<file path="src/rtl/ixc_assign_sched_pkg.sv">
// Shared types and default constants for the assign scheduler.
package ixc_assign_sched_pkg;

  typedef enum logic [0:0] {
    IDLE   = 1'b0,
    SETTLE = 1'b1
  } state_t;

  localparam int unsigned NREQ_DEF = 4;
  localparam int unsigned W_DEF    = 6;
  localparam int unsigned HOLD_DEF = 2;

  // Settle counter width; covers HOLD_CYC up to 15
  localparam int unsigned CNT_W    = 4;

endpackage

</file>
<file path="src/rtl/ixc_rr_pick.sv">
// Round-robin picker: first set request at or above ptr, wrapping at NREQ.
module ixc_rr_pick #(
  parameter int unsigned NREQ = 4,
  parameter int unsigned PW   = 2
) (
  input  logic [NREQ-1:0] req,
  input  logic [PW-1:0]   ptr,
  output logic            any,
  output logic [PW-1:0]   sel
);

  logic [PW-1:0] idx;

  always_comb begin
    any = 1'b0;
    sel = '0;
    idx = '0;
    for (int unsigned k = 0; k < NREQ; k++) begin
      idx = PW'((32'(ptr) + k) % NREQ);
      if (!any && req[idx]) begin
        any = 1'b1;
        sel = idx;
      end
    end
  end

endmodule

</file>
<file path="src/rtl/ixc_assign_sched.sv">
// Shared-value assign scheduler: round-robin grant, one-cycle write, optional settle hold.
module ixc_assign_sched
  import ixc_assign_sched_pkg::*;
#(
  parameter int unsigned NREQ     = NREQ_DEF,
  parameter int unsigned W        = W_DEF,
  parameter int unsigned HOLD_CYC = HOLD_DEF
) (
  input  logic                     clk,
  input  logic                     rst,
  input  logic [NREQ-1:0]          req_valid,
  input  logic [NREQ*W-1:0]        req_data,
  output logic [NREQ-1:0]          req_ready,
  input  logic                     freeze,
  output logic [W-1:0]             L,
  output logic                     upd,
  output logic [$clog2(NREQ)-1:0]  gnt_id,
  output logic                     busy
);

  localparam int unsigned PW = $clog2(NREQ);

  state_t            state, state_nxt;
  logic [CNT_W-1:0]  cnt, cnt_nxt;
  logic [PW-1:0]     ptr;
  logic [PW-1:0]     sel;
  logic              any;
  logic              hs;
  logic [W-1:0]      data_arr [NREQ];

  for (genvar g = 0; g < NREQ; g++) begin : g_slice
    assign data_arr[g] = req_data[g*W +: W];
  end

  ixc_rr_pick #(
    .NREQ (NREQ),
    .PW   (PW)
  ) u_pick (
    .req  (req_valid),
    .ptr  (ptr),
    .any  (any),
    .sel  (sel)
  );

  // A grant is only offered in IDLE, unfrozen, out of reset
  assign hs        = (state == IDLE) && !freeze && !rst && any;
  assign req_ready = hs ? (NREQ'(1) << sel) : '0;

  always_ff @(posedge clk) begin
    if (rst) begin
      state <= IDLE;
      cnt   <= '0;
    end else begin
      state <= state_nxt;
      cnt   <= cnt_nxt;
    end
  end

  always_comb begin
    state_nxt = state;
    cnt_nxt   = cnt;
    case (state)
      IDLE: begin
        if (hs && (HOLD_CYC > 0)) begin
          state_nxt = SETTLE;
          cnt_nxt   = CNT_W'(HOLD_CYC - 1);
        end
      end
      SETTLE: begin
        if (cnt == '0) begin
          state_nxt = IDLE;
        end else begin
          cnt_nxt = cnt - CNT_W'(1);
        end
      end
      default: begin
        state_nxt = IDLE;
        cnt_nxt   = '0;
      end
    endcase
  end

  // Shared value, grant id, pointer and status registers
  always_ff @(posedge clk) begin
    if (rst) begin
      ptr    <= '0;
      L      <= '0;
      upd    <= 1'b0;
      gnt_id <= '0;
      busy   <= 1'b0;
    end else begin
      upd  <= hs;
      busy <= (state_nxt == SETTLE);
      if (hs) begin
        L      <= data_arr[sel];
        gnt_id <= sel;
        ptr    <= (sel == PW'(NREQ - 1)) ? '0 : sel + PW'(1);
      end
    end
  end

endmodule

</file>
<file path="config.mk">
export PLATFORM = sky130hd
export DESIGN_NAME = ixc_assign_sched
export DESIGN_NICKNAME = d
export VERILOG_FILES = /design/src/rtl/ixc_assign_sched_pkg.sv /design/src/rtl/ixc_rr_pick.sv /design/src/rtl/ixc_assign_sched.sv
export SDC_FILE = /design/constraint.sdc
export NUM_CORES = 1
export LEC_CHECK = 0
export CAP_MARGIN = 20
export CELL_PAD_IN_SITES_DETAIL_PLACEMENT = 1
export CELL_PAD_IN_SITES_GLOBAL_PLACEMENT = 1
export CORE_ASPECT_RATIO = 1.5
export CORE_MARGIN = 2
export CORE_UTILIZATION = 29
export CTS_CLUSTER_DIAMETER = 120
export DETAILED_ROUTE_END_ITERATION = 16
export PLACE_DENSITY = 0.9
export SLEW_MARGIN = 20
export SYNTH_ARGS = -nofsm -noshare
export SYNTH_HDL_FRONTEND = slang
export SYNTH_SLANG_ARGS = --single-unit
</file>
<file path="constraint.sdc">
create_clock -name clk -period 2.9 [get_ports clk]
set_input_delay 0.725 -clock clk [delete_from_list [all_inputs] [get_ports clk]]
set_output_delay 0.725 -clock clk [all_outputs]
set_load 0.05 [all_outputs]
</file>
[Yosys cells after proc, flatten, opt, wreduce, memory -nomap -nowiden]
Index checks and enable logic that the tools add are counted.
Word-level totals
  input port bits: 31
  output and inout bits: 14
  word-level logic and storage cells: 62
  flip-flop bits (word level): 16
Operators by class
  add/sub/neg operators: 5
  reductions and logical operators: 13
  shift operators: 1
  bitwise gates (word level): 2
  muxes and demuxes: 27
  eq/ne operators: 3
  $lt $le $gt $ge: 5
Operator list (number)
  $bmux 6 s2: 1
  $lt 2x3->1 const B: 4
  $mux 4: 3
  $mux 6: 2
  $mux 1: 10
  $mux 2: 5
  $bmux 1 s2: 4
  $pmux 4 s2: 1
  $logic_and 1x1->1: 6
  $logic_not 1->1: 5
  $add 2x1->2 const B: 2
  $add 2x2->2 const B: 2
  $logic_not 4->1: 1
  $ne 2x2->1 const B: 2
  $shl 1x2->4 const A: 1
  $sub 4x1->4 const B: 1
  $ge 3x3->1 const B: 1
  $not 2->3: 1
  $eq 2x2->1 const B: 1
  $pmux 1 s2: 1
  $reduce_and 2->1: 1
  $not 1->1: 1

[Depth between registers and ports, before layout]
Gate-level depths: netlist (run 1).
  word-level depth: 16
  gate-level depth with buffers: 7

[Cells and area by module]
Synthesis (run 1) repeated with hierarchy kept, for this count alone.
Unflattened totals
  cell total of the unflattened synthesis: 103
  area, all modules: 922.1 um2
By module, submodules not included
  ixc_assign_sched: area each 844.6 um2, cells each 88, instances 1, seq. area each 320.3 um2
  ixc_rr_pick: area each 77.6 um2, cells each 15, instances 1, seq. area each 0.0 um2

[Worst setup path before layout (run 1)]
No wires, ideal clock.
  path kind: input-to-output
  start point: input port req_valid[0]
  end point: output port req_ready[1]
  data required time: 2.175 ns
  stages: 6
  data arrival time: 2.272 ns
  slack: -0.097 ns
  buffers on the path: 1
  cell sequence: or2b_2 a21oi_2 a211oi_4 buf_8 nand2_1 nor2_1
Between the ends
  word-level cells in the longest chain between the ends: 14
  elaborated cells on any way between the ends: 25
  classes of those cells: shift (1); mux (17); reduce/logical (7)
RTL lines
  from (decl): line ixc_assign_sched.sv:11  | input logic [NREQ-1:0] req_valid,
  $bmux 1 s2: line ixc_rr_pick.sv:20  | if (!any && req[idx]) begin
  $mux 1 (not written as such): line ixc_rr_pick.sv:20
  $mux 1: line ixc_rr_pick.sv:20
  $logic_not 1->1: line ixc_rr_pick.sv:20
  $logic_and 1x1->1: line ixc_rr_pick.sv:20
  $mux 1: line ixc_rr_pick.sv:20
  $logic_not 1->1: line ixc_rr_pick.sv:20
  $logic_and 1x1->1: line ixc_rr_pick.sv:20
  $mux 1: line ixc_rr_pick.sv:20
  $logic_not 1->1: line ixc_rr_pick.sv:20
  $logic_and 1x1->1: line ixc_rr_pick.sv:20
  $mux 2 / $mux 1 (equally long branches): line ixc_rr_pick.sv:20
  $shl 1x2->4 / $logic_and 1x1->1 (equally long branches): line ixc_assign_sched.sv:47, ixc_assign_sched.sv:46
  $mux 4 *: line ixc_assign_sched.sv:47  | assign req_ready = hs ? (NREQ'(1) << sel) : '0;
  to (decl): line ixc_assign_sched.sv:13  | output logic [NREQ-1:0] req_ready,
Every way passes the cells marked *; elsewhere a longest branch is shown, timed or not. The select of a mux whose other input is x is not followed.

[Final worst setup path (run 1)]
  start point: input port req_valid[3]
  end point: output port req_ready[3]
The elaborated chain is that of the path after synthesis.

==> out/metrics.csv, run 1 <==
metric,value,unit
outcome,"complete, no violations",
reg2reg start,ptr[0]$_SDFFE_PP0P_,
antenna-violating nets left,0,
syn avg cell area,9.597,um^2
Port Buffers,44,
Yosys cell types,34,
VDD IR max,284.1,uV
area grow syn2layout,79.17,%
Final nets,194,
FF+latch area,320.3,um^2
Post-synth EDFFs,0,
# rows,25,
Hold Path Depth,2,
R2R Path End,L[1]$_SDFFE_PP0P_,
Post-Syn Nets,130,
Final WS setup,112.2,ps
Critical Path RT,2170,ps
Die H,73.39,um
DR DRC count,0,
Post-synth top flop,dfxtp_1,
latest clock arrival within the worst-skew pair,250,ps
Worst setup startpoint,req_valid[3],
Via density,5.146,
crit share post-route,0.9613,
Root Buffer,clkbuf_8,
Crit Path Max Fanout,5,
crit path to,req_ready[3],
Post-Synthesis Cell Area,930.9,um^2
vias in the first global route,1161,
"Data arrival, critical path",2060,ps
DIE AREA,0.003689,mm^2
Longest Clk Path Bufs,2,
min Tclk post-route,2788,ps
DP Wirelength,2.850,mm
Finish-stage setup viols,0,
Hold WC Path Type,flip-flop to flip-flop,
routability congestion estimate from global placement,0.8535,
minimum hold slack,469.9,ps
diode count,0,
pwr/cell area,471.2,mW/mm^2
Clock Skews,2.778,ps
Iter 0 DRT Violations,7,
DR vias,1024,
"Seq/Total Area, Yosys",0.3441,
R2R depth,8,
Worst R2R Setup Slack,850,ps
Synth Register Bits,16,
all-layer global routing usage,0.2182,
Setup WS pre-CTS,-299.4,ps
Peak Freq,0.3587,GHz
post-route insts no fill,199,
Max H-tree Level,1,
MaxCap Viol Count,0,
asr flop ratio synth,0,
crit path kind,input port to output port,
largest net degree at the start of global routing,16,
CTS sink cnt,16,
Routed WL,3.778,mm
unrepaired setup endpoints after global routing,false,
"most common cell after layout, fill and taps aside",clkdlybuf4s50_1,
most frequent cells in the layout,"clkdlybuf4s50_1 (36), dfxtp_1 (16), buf_4 (16)",
Worst-path clk slew,60,ps
Critical Path Start Type,input port,
Fill cells,332,
Fin. Hold Viols,0,
final core occ,0.5386,
routed length per placed instance,18.98,um
worst rel slew slack,0.6521,
Hold Buf Count CTS,0,
Mapped Cells,97,
YS warnings,0,
P_leak,0.6855,nW
GR Overflow Total,0,
Initial Util,0.3006,
Slew Limit Fails,0,
Multi-input gate area,630.6,um^2
Num CTS Buffers,3,
Worst setup EP type,output port,
DIE WIDTH,50.26,um
Worst-Margin Slew,520.2,ps
dpl cells,193,
I/O Pins,45,
CTS tree,built,
initial antenna violation count,0,
Core Region,0.003097,mm^2
layout cells sized above 1,0.3145,
first-pass GRT wire length,5.802,mm
setup TNS,0,ps
First-pass DRT Iterations,4,
## sequential cells by signal, summed over array words and instances, names as in the netlist
register	count
ptr	2
busy	1
L	6
cnt	4
gnt_id	2
upd	1
## worst min path at each step
stage                                      start                      to  slack [ps]
after floorplan              cnt[1]$_SDFFE_PP0P_     cnt[1]$_SDFFE_PP0P_         440
after global placement    gnt_id[0]$_SDFFE_PP0P_  gnt_id[0]$_SDFFE_PP0P_         460
after detailed placement  gnt_id[0]$_SDFFE_PP0P_  gnt_id[0]$_SDFFE_PP0P_         460
final                     gnt_id[0]$_SDFFE_PP0P_  gnt_id[0]$_SDFFE_PP0P_         470
after CTS                    cnt[1]$_SDFFE_PP0P_     cnt[1]$_SDFFE_PP0P_         470
after global routing      gnt_id[0]$_SDFFE_PP0P_  gnt_id[0]$_SDFFE_PP0P_         510
## stage by stage
stage          power [W]  instance area (um^2)
2_1_floorplan  0.0004489                 933.4
3_3_place_gp   0.0005740                  1550
3_5_place_dp   0.0005934                  1550
4_1_cts        0.0007879                  1672
5_1_grt        0.0008184                  1668
6_report       0.0007858                  1668
## cell usage after synthesis, drive strengths merged, types with 2 or more instances
| library cell | count | area (um^2) |
|---|---|---|
| ha | 2 | 25.02 |
| nor2 | 7 | 26.28 |
| nor3 | 3 | 26.28 |
| a211oi | 2 | 27.53 |
| or3b | 2 | 17.52 |
| or2b | 2 | 17.52 |
| a21oi | 5 | 28.78 |
| dfxtp | 16 | 320.3 |
| o221ai | 6 | 58.80 |
| mux2i | 12 | 120.1 |
| nand3b | 8 | 60.06 |
| inv | 7 | 26.27 |
| nand2 | 10 | 42.54 |
## layer usage
| metal | track usage | share of wire |
|---|---|---|
| met1 | 0.2116 | 0.34 |
| met2 | 0.4298 | 0.60 |
| met3 | 0.01626 | 0.023 |
| met4 | 0.1389 | 0.037 |
| met5 | 0 | 0 |
## area by class of cell
type | count | share of cell area
clock buffers | 3 | 0.02476
inverters | 7 | 0.01575
multi-input cells | 72 | 0.3781
flip-flops and latches | 16 | 0.1920
well taps | 40 | 0.03001
repair buffers | 61 | 0.3593
## logic make-up (layout without fill, tap and decap cells)
| family | Yosys count | after routing | share of synthesized area |
|---|---|---|---|
| muxes | 12 | 12 | 0.1290 |
| buffers and inverters | 9 | 71 | 0.04837 |
| and+or+nand+nor | 39 | 39 | 0.2581 |
| AOI/OAI and AO/OA | 17 | 17 | 0.1747 |
| adders and majority gates | 2 | 2 | 0.02688 |
| DFF | 16 | 16 | 0.3441 |
| xor gates and xnor gates | 2 | 2 | 0.01882 |
## power breakdown
| group | internal, W | switching (W) | total, W |
|---|---|---|---|
| sequential | 0.000244 | 0.0000218 | 0.000266 |
| combinational | 0.000168 | 0.000186 | 0.000353 |
| clock | 0.0000921 | 0.0000748 | 0.000167 |
| total | 0.000504 | 0.000282 | 0.000786 |
## timing repair
| item | in CTS | in global routing |
|---|---|---|
| gates resized for setup | 20 | 5 |
| pin swaps | 4 | 0 |
| buffers inserted | 3 | 0 |
| endpoints found under the setup margin | 4 | 4 |
## critical path: stages
cell and delay, ps:
dlygate4sd2_1 310, nor3b_1 90, or3_4 400, inv_2 70
ha_2 150, and3_4 180, buf_12 130
No activity file was read; power rests on OpenSTA's default activity.
==> run 2, diff against run 1 <==
--- a/config.mk
+++ b/config.mk
@@ -8,7 +8,7 @@
 export CAP_MARGIN = 20
 export CELL_PAD_IN_SITES_DETAIL_PLACEMENT = 1
 export CELL_PAD_IN_SITES_GLOBAL_PLACEMENT = 1
-export CORE_ASPECT_RATIO = 1.5
+export CORE_ASPECT_RATIO = 0.6
 export CORE_MARGIN = 2
 export CORE_UTILIZATION = 29
 export CTS_CLUSTER_DIAMETER = 120
==> out/metrics.csv, run 2 (synthesis gave the netlist of run 1 again) <==
metric,value,unit
Worst-path clk slew,60,ps
Slew Limit Fails,0,
CP max stage cell,a211oi_4,
Peak Freq,0.3525,GHz
CTS tree,built,
met1 Track Usage GR,0.1971,
Max H-tree Level,1,
met3 GRT Util,0.06604,
First-pass DRT Iterations,5,
number of flip-flops under the largest register name,6,
first-pass GRT wire length,5.002,mm
crit share post-route,0.9783,
Fill cells,354,
MaxCap Viol Count,0,
largest net degree at the start of global routing,16,
min Tclk post-route,2837,ps
register share of total power,0.349,
antenna-violating nets left,0,
Hold EP,gnt_id[0]$_SDFFE_PP0P_,
Worst-Margin Slew,509.6,ps
Die H,47.89,um
Setup WS pre-CTS,-290.7,ps
most frequent cells in the layout,"clkdlybuf4s50_1 (36), dfxtp_1 (16), buf_4 (13)",
vias in the first global route,1044,
"Cell Chain, Critical Path",dlygate4sd2_1 > or2b_2 > a21oi_4 > a211oi_4 > buf_4 > nand2_1 > nor2_4 > buf_12,
Hold Path Depth,2,
sw frac,0.3502,
Crit Path Max Fanout,4,
# rows,15,
Fin. Hold Viols,0,
Hold WC Path Type,flip-flop to flip-flop,
min-delay src,gnt_id[0]$_SDFFE_PP0P_,
DR vias,984,
crit path kind,input port to output port,
Clock Skews,2.043,ps
DR DRC count,0,
"Data arrival, critical path",2110,ps
reg2reg start,ptr[0]$_SDFFE_PP0P_,
Largest regs,"L x6, cnt x4",
routed length per placed instance,15.70,um
Final nets,190,
Worst setup EP type,output port,
DIE AREA,0.003694,mm^2
CTS sink cnt,16,
setup TNS,0,ps
Num CTS Buffers,3,
Worst R2R Setup Slack,1100,ps
GR Overflow Total,0,
layout cells sized above 1,0.2710,
all-layer global routing usage,0.1810,
initial antenna violation count,0,
switching power,0.0002663,W
I/O Pins,45,
Core Region,0.002965,mm^2
Root Buffer,clkbuf_8,
Final WS setup,62.99,ps
unrepaired setup endpoints after global routing,false,
CP bufs+invs,3,
Initial Util,0.3139,
latest clock arrival within the worst-skew pair,250,ps
GR Util met2,0.3409,
Longest Clk Path Bufs,2,
diode count,0,
outcome,"complete, no violations",
worst rel slew slack,0.6592,
Clock Power Share,0.220,
Critical Path Start Type,input port,
pwr/cell area,472.9,mW/mm^2
Via density,4.995,
Comb pwr share,0.431,
P_leak,0.6550,nW
R2R depth,7,
routability congestion estimate from global placement,0.8412,
R2R Path End,L[3]$_SDFFE_PP0P_,
DIE WIDTH,77.15,um
Reg with most FFs,L,
Critical Path RT,2170,ps
Final Cell Area,0.001608,mm^2
crit-path leading delay family,buffers and inverters,
busiest grt layer,met2,
DP Wirelength,2.326,mm
Internal,0.0004941,W
Routed WL,3.093,mm
Iter 0 DRT Violations,32,
Hold Buf Count CTS,0,
placed cell areas,0.001538,mm^2
crit-path max cell delay,300,ps
Finish-stage setup viols,0,
Port Buffers,44,
VDD IR max,183.4,uV
"most common cell after layout, fill and taps aside",clkdlybuf4s50_1,
area grow syn2layout,72.71,%
-- run 2: changes by cell type in the layout (fill, tap and decap cells not counted), sizes merged --
cell    previous run  this run
buf               21        18
clkbuf             5         4
-- run 2: stage by stage --
step / instances / hold WS [ps] / utilization / total power (W)
3_5_place_dp: 193 / 468.7 / 0.5186 / 0.0005852
6_report: 197 / 469.4 / 0.5422 / 0.0007604
4_1_cts: 196 / 474.0 / 0.5392 / 0.0007615
5_1_grt: 197 / 493.7 / 0.5422 / 0.0007985
3_3_place_gp: 193 / 445.3 / 0.5186 / 0.0005721
2_1_floorplan: 97 / 445.0 / - / 0.0004489
-- run 2: what timing repair did --
item / CTS / global route
setup endpoints to repair: 4 / 3
pin swaps: 1 / 2
resized for setup: 12 / 6
setup buffers: 0 / 1
-- run 2: area by class of cell --
class                           instances  area [um^2]  share of cell area
Tap cell                               42        52.55             0.03268
Inverter                                7        28.78             0.01790
Timing Repair Buffer                   57        565.5              0.3518
Sequential cell                        16        320.3              0.1992
Clock buffer                            3        41.29             0.02568
Multi-Input combinational cell         72        599.3              0.3728
-- run 2: power groups by stage --
stage          combinational [W]  clock [W]  sequential [W]
3_3_place_gp            0.000306          0        0.000266
4_1_cts                 0.000324   0.000173        0.000265
2_1_floorplan           0.000130          0        0.000319
3_5_place_dp            0.000317          0        0.000268
6_report                0.000328   0.000167        0.000266
5_1_grt                 0.000350   0.000179        0.000269
-- run 2: metal layers --
| layer | up-vias | share of wire |
|---|---|---|
| li1 | 470 | - |
| met1 | 463 | 0.44 |
| met2 | 45 | 0.48 |
| met3 | 6 | 0.074 |
| met4 | 0 | 0.013 |
| met5 | - | 0 |
-- run 2: how the worst max path moves through the flow --
stage	startpoint	endpoint	slack (ps)	cells after the start
4_1_cts	req_valid[0]	req_ready[3]	8	8
2_1_floorplan	req_valid[0]	req_ready[3]	60	6
3_3_place_gp	req_valid[0]	req_ready[3]	-200	8
3_5_place_dp	req_valid[1]	req_ready[3]	-290	8
6_report	req_valid[2]	req_ready[1]	60	8
5_1_grt	req_valid[2]	req_ready[1]	1	8
-- run 2: tightest hold or removal path, stage by stage, from the launching register on --
cell and delay (ps):
dfxtp_1 310, nand2_1 50, a21oi_1 60
